[src/rtl/vga_timing_gen_if.sv]
// ---------------------------------------------------------------------------
// vga_timing_gen_if
//   Bundle between the VGA timing generator, the color mapper and the DAC pins.
//
//   Raster side : DrawX, DrawY (10 b each), pix_tick, frame_start
//   Color input : pix_R, pix_G, pix_B (8 b each), combinational from the mapper
//   DAC pins    : VGA_CLK, VGA_HS, VGA_VS, VGA_BLANK_N, VGA_SYNC_N,
//                 VGA_R, VGA_G, VGA_B (8 b each)
//
//   master : the timing generator (drives raster + pins, reads color)
//   slave  : the consumer side (color mapper / pin sink)
// ---------------------------------------------------------------------------
interface vga_timing_gen_if;
    logic [9:0] DrawX;
    logic [9:0] DrawY;
    logic       pix_tick;
    logic       frame_start;
    logic [7:0] pix_R;
    logic [7:0] pix_G;
    logic [7:0] pix_B;
    logic       VGA_CLK;
    logic       VGA_HS;
    logic       VGA_VS;
    logic       VGA_BLANK_N;
    logic       VGA_SYNC_N;
    logic [7:0] VGA_R;
    logic [7:0] VGA_G;
    logic [7:0] VGA_B;

    modport master (
        output DrawX, DrawY, pix_tick, frame_start,
        output VGA_CLK, VGA_HS, VGA_VS, VGA_BLANK_N, VGA_SYNC_N,
        output VGA_R, VGA_G, VGA_B,
        input  pix_R, pix_G, pix_B
    );

    modport slave (
        input  DrawX, DrawY, pix_tick, frame_start,
        input  VGA_CLK, VGA_HS, VGA_VS, VGA_BLANK_N, VGA_SYNC_N,
        input  VGA_R, VGA_G, VGA_B,
        output pix_R, pix_G, pix_B
    );
endinterface

[src/rtl/vga_timing_gen.sv]
// ---------------------------------------------------------------------------
// vga_timing_gen
//   640x480@60 raster timing (default parameters) from a system clock that is
//   CLK_DIV times the pixel rate. Produces DrawX/DrawY for the color mapper,
//   registers the returned color together with HS/VS/BLANK_N so all DAC pins
//   stay phase-aligned, and emits a one-cycle frame_start at entry to
//   vertical blank.
//
//   Clk     : system clock, the only clock
//   Reset_n : asynchronous active-low reset
//   vga     : vga_timing_gen_if.master (raster outputs, color in, DAC pins)
// ---------------------------------------------------------------------------
module vga_timing_gen #(
    parameter int H_VISIBLE = 640,
    parameter int H_FP      = 16,
    parameter int H_SYNC    = 96,
    parameter int H_BP      = 48,
    parameter int V_VISIBLE = 480,
    parameter int V_FP      = 10,
    parameter int V_SYNC    = 2,
    parameter int V_BP      = 33,
    parameter int CLK_DIV   = 2
) (
    input  logic             Clk,
    input  logic             Reset_n,
    vga_timing_gen_if.master vga
);
    localparam int H_TOTAL = H_VISIBLE + H_FP + H_SYNC + H_BP;
    localparam int V_TOTAL = V_VISIBLE + V_FP + V_SYNC + V_BP;
    localparam int DIV_W   = $clog2(CLK_DIV);

    localparam logic [9:0]       H_LAST   = 10'(H_TOTAL - 1);
    localparam logic [9:0]       V_LAST   = 10'(V_TOTAL - 1);
    localparam logic [9:0]       H_VIS_C  = 10'(H_VISIBLE);
    localparam logic [9:0]       V_VIS_C  = 10'(V_VISIBLE);
    localparam logic [9:0]       HS_START = 10'(H_VISIBLE + H_FP);
    localparam logic [9:0]       HS_END   = 10'(H_VISIBLE + H_FP + H_SYNC);
    localparam logic [9:0]       VS_START = 10'(V_VISIBLE + V_FP);
    localparam logic [9:0]       VS_END   = 10'(V_VISIBLE + V_FP + V_SYNC);
    localparam logic [DIV_W-1:0] DIV_LAST = DIV_W'(CLK_DIV - 1);
    localparam logic [DIV_W-1:0] DIV_HALF = DIV_W'(CLK_DIV / 2);

    logic [DIV_W-1:0] div_reg, div_next;
    logic [9:0]       h_reg, h_next;
    logic [9:0]       v_reg, v_next;
    logic             vga_clk_reg;
    logic             tick_d_reg;
    logic             frame_start_reg, frame_start_next;
    logic             hs_reg, vs_reg, blank_n_reg;
    logic             pix_tick;
    logic             visible;
    logic             hs_active, vs_active;

    logic [7:0] pix_in  [3];
    logic [7:0] rgb_reg [3];

    assign pix_tick = (div_reg == DIV_LAST);

    always_comb begin
        div_next         = div_reg + 1'b1;
        h_next           = h_reg;
        v_next           = v_reg;
        visible          = (h_reg < H_VIS_C) && (v_reg < V_VIS_C);
        hs_active        = (h_reg >= HS_START) && (h_reg < HS_END);
        vs_active        = (v_reg >= VS_START) && (v_reg < VS_END);
        // Counters have just stepped onto (0, V_VISIBLE) when the previous
        // cycle was a tick; this keeps the strobe to a single Clk cycle.
        frame_start_next = tick_d_reg && (h_reg == 10'd0) && (v_reg == V_VIS_C);

        if (pix_tick) begin
            div_next = '0;
            if (h_reg == H_LAST) begin
                h_next = 10'd0;
                v_next = (v_reg == V_LAST) ? 10'd0 : v_reg + 10'd1;
            end else begin
                h_next = h_reg + 10'd1;
            end
        end
    end

    always_ff @(posedge Clk or negedge Reset_n) begin
        if (!Reset_n) begin
            div_reg         <= '0;
            h_reg           <= 10'd0;
            v_reg           <= 10'd0;
            vga_clk_reg     <= 1'b0;
            tick_d_reg      <= 1'b0;
            frame_start_reg <= 1'b0;
            hs_reg          <= 1'b1;
            vs_reg          <= 1'b1;
            blank_n_reg     <= 1'b0;
        end else begin
            div_reg         <= div_next;
            h_reg           <= h_next;
            v_reg           <= v_next;
            // Low for the first half of the pixel, high for the second: it
            // falls together with the output registers and rises mid-pixel.
            vga_clk_reg     <= (div_next >= DIV_HALF);
            tick_d_reg      <= pix_tick;
            frame_start_reg <= frame_start_next;
            if (pix_tick) begin
                hs_reg      <= ~hs_active;
                vs_reg      <= ~vs_active;
                blank_n_reg <= visible;
            end
        end
    end

    assign pix_in[0] = vga.pix_R;
    assign pix_in[1] = vga.pix_G;
    assign pix_in[2] = vga.pix_B;

    // Color channels share one capture rule: sampled on the tick from the
    // pre-increment position, forced to zero outside the visible region.
    for (genvar gi = 0; gi < 3; gi++) begin : g_rgb
        always_ff @(posedge Clk or negedge Reset_n) begin
            if (!Reset_n) begin
                rgb_reg[gi] <= 8'd0;
            end else if (pix_tick) begin
                rgb_reg[gi] <= visible ? pix_in[gi] : 8'd0;
            end
        end
    end

    assign vga.DrawX       = h_reg;
    assign vga.DrawY       = v_reg;
    assign vga.pix_tick    = pix_tick;
    assign vga.frame_start = frame_start_reg;
    assign vga.VGA_CLK     = vga_clk_reg;
    assign vga.VGA_HS      = hs_reg;
    assign vga.VGA_VS      = vs_reg;
    assign vga.VGA_BLANK_N = blank_n_reg;
    assign vga.VGA_SYNC_N  = 1'b0;
    assign vga.VGA_R       = rgb_reg[0];
    assign vga.VGA_G       = rgb_reg[1];
    assign vga.VGA_B       = rgb_reg[2];
endmodule
[src/flat_wrapper.sv]
// flat-port wrapper written by rule: the top's interface ports become plain ports
module vga_timing_gen_flat 
#(
    parameter int H_VISIBLE = 640,
    parameter int H_FP      = 16,
    parameter int H_SYNC    = 96,
    parameter int H_BP      = 48,
    parameter int V_VISIBLE = 480,
    parameter int V_FP      = 10,
    parameter int V_SYNC    = 2,
    parameter int V_BP      = 33,
    parameter int CLK_DIV   = 2
)
  (Clk, Reset_n, vga_DrawX, vga_DrawY, vga_pix_tick, vga_frame_start, vga_VGA_CLK, vga_VGA_HS, vga_VGA_VS, vga_VGA_BLANK_N, vga_VGA_SYNC_N, vga_VGA_R, vga_VGA_G, vga_VGA_B, vga_pix_R, vga_pix_G, vga_pix_B);
  vga_timing_gen_if vga_i ();
  input  logic Clk;
  input  logic Reset_n;
  output wire logic [$bits(vga_i.DrawX)-1:0] vga_DrawX;
  output wire logic [$bits(vga_i.DrawY)-1:0] vga_DrawY;
  output wire logic [$bits(vga_i.pix_tick)-1:0] vga_pix_tick;
  output wire logic [$bits(vga_i.frame_start)-1:0] vga_frame_start;
  output wire logic [$bits(vga_i.VGA_CLK)-1:0] vga_VGA_CLK;
  output wire logic [$bits(vga_i.VGA_HS)-1:0] vga_VGA_HS;
  output wire logic [$bits(vga_i.VGA_VS)-1:0] vga_VGA_VS;
  output wire logic [$bits(vga_i.VGA_BLANK_N)-1:0] vga_VGA_BLANK_N;
  output wire logic [$bits(vga_i.VGA_SYNC_N)-1:0] vga_VGA_SYNC_N;
  output wire logic [$bits(vga_i.VGA_R)-1:0] vga_VGA_R;
  output wire logic [$bits(vga_i.VGA_G)-1:0] vga_VGA_G;
  output wire logic [$bits(vga_i.VGA_B)-1:0] vga_VGA_B;
  input wire logic [$bits(vga_i.pix_R)-1:0] vga_pix_R;
  input wire logic [$bits(vga_i.pix_G)-1:0] vga_pix_G;
  input wire logic [$bits(vga_i.pix_B)-1:0] vga_pix_B;
  assign vga_DrawX = vga_i.DrawX;
  assign vga_DrawY = vga_i.DrawY;
  assign vga_pix_tick = vga_i.pix_tick;
  assign vga_frame_start = vga_i.frame_start;
  assign vga_VGA_CLK = vga_i.VGA_CLK;
  assign vga_VGA_HS = vga_i.VGA_HS;
  assign vga_VGA_VS = vga_i.VGA_VS;
  assign vga_VGA_BLANK_N = vga_i.VGA_BLANK_N;
  assign vga_VGA_SYNC_N = vga_i.VGA_SYNC_N;
  assign vga_VGA_R = vga_i.VGA_R;
  assign vga_VGA_G = vga_i.VGA_G;
  assign vga_VGA_B = vga_i.VGA_B;
  assign vga_i.pix_R = vga_pix_R;
  assign vga_i.pix_G = vga_pix_G;
  assign vga_i.pix_B = vga_pix_B;
  vga_timing_gen #(.H_VISIBLE(H_VISIBLE), .H_FP(H_FP), .H_SYNC(H_SYNC), .H_BP(H_BP), .V_VISIBLE(V_VISIBLE), .V_FP(V_FP), .V_SYNC(V_SYNC), .V_BP(V_BP), .CLK_DIV(CLK_DIV)) u_core (.Clk(Clk), .Reset_n(Reset_n), .vga(vga_i));
endmodule
[config.mk]
export PLATFORM = sky130hd
export DESIGN_NAME = vga_timing_gen_flat
export DESIGN_NICKNAME = d
export VERILOG_FILES = /design/src/rtl/vga_timing_gen_if.sv /design/src/rtl/vga_timing_gen.sv /design/src/flat_wrapper.sv
export SDC_FILE = /design/constraint.sdc
export NUM_CORES = 1
export LEC_CHECK = 0
export CAP_MARGIN = 20
export CELL_PAD_IN_SITES_DETAIL_PLACEMENT = 1
export CELL_PAD_IN_SITES_GLOBAL_PLACEMENT = 2
export CORE_MARGIN = 2
export CORE_UTILIZATION = 27
export CTS_BUF_LIST = sky130_fd_sc_hd__clkbuf_4 sky130_fd_sc_hd__clkbuf_8 sky130_fd_sc_hd__clkbuf_16
export DETAILED_ROUTE_END_ITERATION = 16
export PLACE_DENSITY = 0.87
export SETUP_SLACK_MARGIN = 0.3
export SYNTH_ARGS = -nofsm -noshare
export SYNTH_HDL_FRONTEND = slang
export SYNTH_SLANG_ARGS = --single-unit
export TNS_END_PERCENT = 100
[constraint.sdc]
create_clock -name Clk -period 2.8 [get_ports Clk]
set_input_delay 0.42 -clock Clk [delete_from_list [all_inputs] [get_ports Clk]]
set_output_delay 0.42 -clock Clk [all_outputs]
set_load 0.05 [all_outputs]
==> results.sh, run 1 <==
export IMPL_status="finished, final reports clean"
export IMPL_fmaxAchievable_ghz=0.456
export IMPL_worst_setup_path_type="reg -> out"
export IMPL_slew_headroom_pct=64.6
export IMPL_floorplan_initialDensity_pct=27.8
export IMPL_ff_to_ff_end="u_core.vga.DrawY[3]"
export IMPL_h_tree_depth=2
export IMPL_max_stage_delay_ns=0.89
export IMPL_clock_skew_ns=0.0106
export IMPL_cts_root_to_sink_buffers=2
export IMPL_yosys_most_used_dff="sky130_fd_sc_hd__dfrtp_1"
export IMPL_post_place_cells=355
export IMPL_overall_global_routing_usage_pct=13.6
export IMPL_rsz0062_at_grt="false"
export IMPL_timing_reg2reg_setup_slack_ns=0.69
export IMPL_post_route_cells_drive_above_1_share_pct=6.90
export IMPL_postRouteWirelength_mm=5.51
export IMPL_worst_skew_pair_late_latency_ns=0.30
export IMPL_synthDistinctLibCells=35
export IMPL_fp_dieArea_sq_mm=0.00864
export IMPL_synthesis_instances=184
export IMPL_clk_root_buffer_cell="sky130_fd_sc_hd__clkbuf_8"
export IMPL_crit_path_max_fanout=12
export IMPL_critical_path_depth=1
export IMPL_critPathTopFamily="buffers and inverters"
export IMPL_post_dp_hpwl_mm=4.02
export IMPL_timing_critical_path_to_type="output port"
export IMPL_yosysTopAreaCell="sky130_fd_sc_hd__dfrtp_1"
export IMPL_min_path_type="in -> async"
export IMPL_cts_made_buffers=5
export IMPL_clkSlewWorstSetupHoldPaths_ns=0.10
export IMPL_leak_pwr_nw=1.34
export IMPL_tightest_slew_ns=0.529
export IMPL_setup_worst_path_start_class="flop"
export IMPL_ys_top_cells_by_area="sky130_fd_sc_hd__dfrtp_1 56%, sky130_fd_sc_hd__a22o_1 9.8%, sky130_fd_sc_hd__dfstp_2 2.5%"
export IMPL_clock_period_minus_final_worst_setup_slack_ns=2.19
export IMPL_layout_area_overhead_vs_synth_pct=44.8
export IMPL_top_level_pins=77
export IMPL_worst_r2r_path_depth=6
export IMPL_grt_overflow_total=0
export IMPL_cts_sinks=50
export IMPL_ys_top_cells_by_count="48 x sky130_fd_sc_hd__dfrtp_1, 24 x sky130_fd_sc_hd__a22o_1, 11 x sky130_fd_sc_hd__nand2_1"
export IMPL_insertedDiodeCount=0
export IMPL_critical_path_slowest_cell="sky130_fd_sc_hd__clkdlybuf4s50_1"
export IMPL_route_antenna_remaining_nets=0
export IMPL_floorplan_die_height_um=92.9
export IMPL_power_per_unit_of_standard_cell_area_mw_per_mm2=444
export IMPL_firstDrtPassIters=4
export IMPL_finalMaxSlewViolations=0
export IMPL_req_time_crit_path_ns=2.38
export IMPL_avgSynthCellArea_sq_um=11.6
export IMPL_synth_edf_count=0
export IMPL_fin_crit_sh_pct=78.4
export IMPL_cts_repair_resize_count=0
export IMPL_synth_async_sr_flop_share_pct=100
export IMPL_cts_post_setup_buffers_inserted=0
export IMPL_critical_path_cell_chain="clkdlybuf4s50_1"
export IMPL_critical_path_reg2reg_startpoint="u_core.vga.DrawY[1]"
export IMPL_postLayoutCoreUtil_pct=40.2
export IMPL_detail_route_wl_per_cell_um=15.2
export IMPL_final_cell_count_no_fill=363
export IMPL_remaining_drc_errors=0
export IMPL_yosys_warnings=0
export IMPL_critPathCapture="vga_VGA_CLK"
export IMPL_antenna_found_initial=0
export IMPL_standard_cell_core_area_sq_mm=0.00769
export IMPL_grt_first_pass_wirelength_mm=9.22
export IMPL_worstPathArrival_ns=1.77
export IMPL_worstPathBufferInverterCount=1
export IMPL_synth_cell_area_sq_mm=0.00214
export IMPL_setup_worst_path_start="u_core.vga.pix_tick"
export IMPL_hold_violations=0
export IMPL_max_cap_viol_count=0
export IMPL_setup_violations_final=0
export IMPL_power_ir_vdd_worst_mv=0.204
export IMPL_drt_iter0_drc=60
export IMPL_dr_vias_cell=4.66
export IMPL_syn_num_nets=214
export IMPL_synth_seq_area_share_pct=58.7
export IMPL_chipWidth_um=92.9
export IMPL_synth_top_area_share_pct=56.2
export IMPL_port_buffer_count=75
export IMPL_fin_setup_tns_ns=0
export IMPL_yosys_cell_count_top_type="sky130_fd_sc_hd__dfrtp_1"
export IMPL_num_rows=32
export IMPL_number_of_nets_at_the_end_of_the_flow=290
export IMPL_yosys_register_bits=50
export IMPL_place_gp_congestion=0.803
export IMPL_grt_pass1_vias=1777
export IMPL_number_of_buffers_inserted_by_hold_repair_at_cts=0
export IMPL_num_vias=1690
export IMPL_grt_start_max_net_pins=28
export IMPL_cts_tree="built"
==> cells by family after synthesis <==
logic type	synth area share, %
buffers and inverters	3.57
flip-flops	58.7
AO/OA/AOI/OAI	14.4
XOR/XNOR	4.10
other	0.176
AND/OR/NAND/NOR	15.3
multiplexers	1.41
adder cells (fa/ha/maj)	2.34
==> metal layers <==
metal	part of all wire, %	global-route usage (%)	up-vias
met5	0	0	-
met1	46	18.2	810
met4	0.87	3.68	0
li1	-	-	819
met2	45	21.0	56
met3	7.4	4.56	5
==> final cells by class <==
class	count	area, sq um
clock inverter	2	16.3
tap	102	128
multi-input combinational	116	806
clock buffer	6	82.6
sequential	50	1250
timing repair buffer	79	776
fill	854	4600
inverter	8	30.0
==> per-stage QoR <==
stage               total power, mW  setup slack, ns  cell area (sq um)  hold WS (ns)
finish                         1.37            0.605               3090        0.0764
global route                   1.44            0.522               3090         0.117
CTS                            1.40            0.570               3090        0.0923
detailed placement            0.935            0.708               2990         0.445
global placement              0.933            0.743               2990         0.432
floorplan                     0.845            0.552               2140         0.124
==> report_power, final <==
part	switching [mW]	internal, mW
Combinational	0.0980	0.0713
Clock	0.251	0.204
Sequential	0.00999	0.739
Total	0.359	1.01
==> cell usage in the layout, fill, tap and decap left out, types with 2 or more instances in the layout <==
cell                              netlist  routed
sky130_fd_sc_hd__xor2_1                 5       5
sky130_fd_sc_hd__ha_1                   4       4
sky130_fd_sc_hd__dfrtp_1               48      48
sky130_fd_sc_hd__and4b_1                2       2
sky130_fd_sc_hd__and2_1                 2       2
sky130_fd_sc_hd__nand4_1                6       6
sky130_fd_sc_hd__a22o_1                24      24
sky130_fd_sc_hd__inv_1                  7       7
sky130_fd_sc_hd__nand3_1               10      10
sky130_fd_sc_hd__buf_4                  2       4
sky130_fd_sc_hd__mux2i_1                3       3
sky130_fd_sc_hd__clkdlybuf4s50_1        0      74
sky130_fd_sc_hd__or4_1                  2       2
sky130_fd_sc_hd__a21o_1                 3       3
sky130_fd_sc_hd__xnor2_1                5       5
sky130_fd_sc_hd__dfstp_2                2       2
sky130_fd_sc_hd__and3_1                 4       4
sky130_fd_sc_hd__clkbuf_8               0       6
sky130_fd_sc_hd__a21oi_1                3       3
sky130_fd_sc_hd__nor3_1                 6       6
sky130_fd_sc_hd__nand2_1               11      11
sky130_fd_sc_hd__nor2_1                 8       8
sky130_fd_sc_hd__and4_1                 2       2
sky130_fd_sc_hd__o21ai_0                6       6
==> worst reg2reg max path, delay by kind of cell (launching register included) <==
family | cells | cell delay, ns
compound gates | 2 | 0.35
simple gates | 2 | 0.93
fa+ha+maj | 1 | 0.19
flops | 1 | 0.44
buf+inv | 1 | 0.10
==> worst min path at each step <==
stage / cells past startpoint / start / endpoint
detailed placement: 1 / Reset_n / u_core.vga.DrawX[5]
floorplan: 0 / Reset_n / u_core.tick_d_reg
global placement: 1 / Reset_n / u_core.vga.DrawX[5]
global route: 1 / Reset_n / u_core.vga.DrawX[5]
finish: 1 / Reset_n / u_core.vga.DrawX[5]
CTS: 1 / Reset_n / u_core.vga.DrawX[5]
No activity file was read; power rests on OpenSTA's default activity.
==> inputs of run 2 (changes only) <==
==> constraint.sdc (replaced) <==
create_clock -name Clk -period 2.3 [get_ports Clk]
set_input_delay 0.345 -clock Clk [delete_from_list [all_inputs] [get_ports Clk]]
set_output_delay 0.345 -clock Clk [all_outputs]
set_load 0.05 [all_outputs]
==> results.sh, run 2 (synthesis gave the netlist of run 1 again) <==
export IMPL_floorplan_die_height_um=92.9
export IMPL_worst_skew_pair_late_latency_ns=0.30
export IMPL_worst_setup_path_type="reg -> reg"
export IMPL_drt_iter0_drc=70
export IMPL_fmaxAchievable_ghz=0.491
export IMPL_ff_to_ff_end="u_core.vga.DrawY[3]"
export IMPL_max_cap_viol_count=0
export IMPL_number_of_buffers_inserted_by_hold_repair_at_cts=0
export IMPL_route_antenna_remaining_nets=0
export IMPL_detail_route_wl_per_cell_um=15.8
export IMPL_antenna_found_initial=0
export IMPL_setup_worst_path_start="u_core.vga.DrawY[1]"
export IMPL_setup_worst_path_start_class="flop"
export IMPL_fp_dieArea_sq_mm=0.00864
export IMPL_overall_global_routing_usage_pct=14.2
export IMPL_port_buffer_count=75
export IMPL_critical_path_reg2reg_startpoint="u_core.vga.DrawY[1]"
export IMPL_crit_path_max_fanout=5
export IMPL_floorplan_initialDensity_pct=27.8
export IMPL_top_level_pins=77
export IMPL_cts_tree="built"
export IMPL_layout_cells_most_common_list="61 x sky130_fd_sc_hd__clkdlybuf4s50_1, 44 x sky130_fd_sc_hd__dfrtp_1, 24 x sky130_fd_sc_hd__a22o_1, 11 x sky130_fd_sc_hd__nand2_1, 10 x sky130_fd_sc_hd__nand3_1"
export IMPL_post_dp_hpwl_mm=4.18
export IMPL_clk_root_buffer_cell="sky130_fd_sc_hd__clkbuf_8"
export IMPL_min_path_type="in -> async"
export IMPL_grt_start_max_net_pins=28
export IMPL_worstPathArrival_ns=2.24
export IMPL_fin_crit_sh_pct=88.6
export IMPL_critPathCapture="u_core.vga.DrawY[3]"
export IMPL_fin_setup_tns_ns=0
export IMPL_h_tree_depth=2
export IMPL_clock_skew_ns=0.00846
export IMPL_slew_headroom_pct=58.6
export IMPL_finalHoldWorstSlack_ns=0.0474
export IMPL_layout_area_overhead_vs_synth_pct=49.4
export IMPL_clkSlewWorstSetupHoldPaths_ns=0.09
export IMPL_dr_vias_cell=4.81
export IMPL_insertedDiodeCount=0
export IMPL_grt_first_pass_wirelength_mm=9.73
export IMPL_place_gp_congestion=0.820
export IMPL_grt_overflow_total=0
export IMPL_num_rows=32
export IMPL_number_of_nets_at_the_end_of_the_flow=294
export IMPL_cts_made_buffers=5
export IMPL_postRouteWirelength_mm=5.79
export IMPL_firstDrtPassIters=4
export IMPL_power_ir_vdd_worst_mv=0.249
export IMPL_cts_sinks=50
export IMPL_standard_cell_core_area_sq_mm=0.00769
export IMPL_post_route_cells_drive_above_1_share_pct=11.7
export IMPL_hold_violations=0
export IMPL_finalMaxSlewViolations=0
export IMPL_tightest_slew_ns=0.620
export IMPL_cts_root_to_sink_buffers=2
export IMPL_leak_pwr_nw=1.51
export IMPL_num_vias=1765
export IMPL_fillerInstances=837
export IMPL_req_time_crit_path_ns=2.50
export IMPL_timing_reg2reg_setup_slack_ns=0.26
export IMPL_chipWidth_um=92.9
export IMPL_worst_r2r_path_depth=6
export IMPL_rsz0062_at_grt="true"
export IMPL_setup_violations_final=0
export IMPL_remaining_drc_errors=0
export IMPL_power_per_unit_of_standard_cell_area_mw_per_mm2=554
export IMPL_layout_commonest_cell="sky130_fd_sc_hd__clkdlybuf4s50_1"
export IMPL_clock_period_minus_final_worst_setup_slack_ns=2.04
export IMPL_status="finished, final reports clean"
export IMPL_grt_pass1_vias=1947
export IMPL_timing_critical_path_to_type="flop"
-- run 2: cell types whose count changed in the layout (fill, tap and decap cells not counted), sizes merged --
cell	previous run	this run
buf	5	9
bufinv	0	1
clkbuf	6	7
clkdlybuf4s50	74	61
clkinvlp	1	0
dlygate4sd2	0	4
dlymetal6s2s	0	9
inv	8	7
-- run 2: metrics by stage --
step,util (%),total power [mW],cells,setup WS [ns],instance area (sq um)
after CTS,41.1,1.79,367,0.266,3160
after global placement,39.3,1.14,356,0.261,3020
final,41.5,1.77,367,0.263,3190
after detailed placement,39.3,1.14,356,0.230,3020
after global routing,41.5,1.83,367,0.204,3190
after floorplan,-,1.03,184,0.186,2140
-- run 2: layer usage --
layer	part of all wire, %	vias to the layer above	track usage (%)
li1	-	819	-
met1	44	878	17.5
met2	48	62	24.2
met3	7.2	6	4.80
met4	0.81	0	3.06
met5	0	-	0
-- run 2: report_power, final --
part           internal (mW)  switching [mW]
Sequential             0.900          0.0125
Combinational         0.0891           0.120
Clock                  0.350           0.296
Total                   1.34           0.428
-- run 2: how the worst min path moves through the flow --
stage | startpoint | end | slack (ns) | cells after the start
3_3_place_gp | Reset_n | u_core.vga.DrawX[4] | 0.39 | 1
4_1_cts | Reset_n | u_core.vga.DrawX[4] | 0.08 | 1
5_1_grt | Reset_n | u_core.vga.DrawX[4] | 0.10 | 1
2_1_floorplan | Reset_n | u_core.tick_d_reg | 0.05 | 0
6_report | Reset_n | u_core.vga.DrawX[4] | 0.05 | 1
3_5_place_dp | Reset_n | u_core.vga.DrawX[4] | 0.40 | 1
-- run 2: final cells by class --
type	instances	area, sq um	share of cell area, %
repair buffers	83	836	26.2
clock buffers	7	83.8	2.63
well taps	102	128	4.00
clock inverters	1	30.0	0.941
inverters	8	30.0	0.941
flip-flops and latches	50	1260	39.5
multi-input cells	116	825	25.8
-- run 2: timing repair --
action | 4_1_cts | 5_1_grt
resized for setup | 6 | 13
endpoints found under the hold margin | 0 | 0
pin swaps | 4 | 0
buffers inserted | 3 | 0
endpoints found under the setup margin | 6 | 15
-- run 2: critical path, cell delays in order, from the launching register on --
cell,delay (ns)
sky130_fd_sc_hd__dfrtp_2,0.42
sky130_fd_sc_hd__inv_2,0.08
sky130_fd_sc_hd__ha_4,0.14
sky130_fd_sc_hd__or4b_4,0.45
sky130_fd_sc_hd__or4_4,0.53
sky130_fd_sc_hd__a21o_1,0.18
sky130_fd_sc_hd__a21o_1,0.15
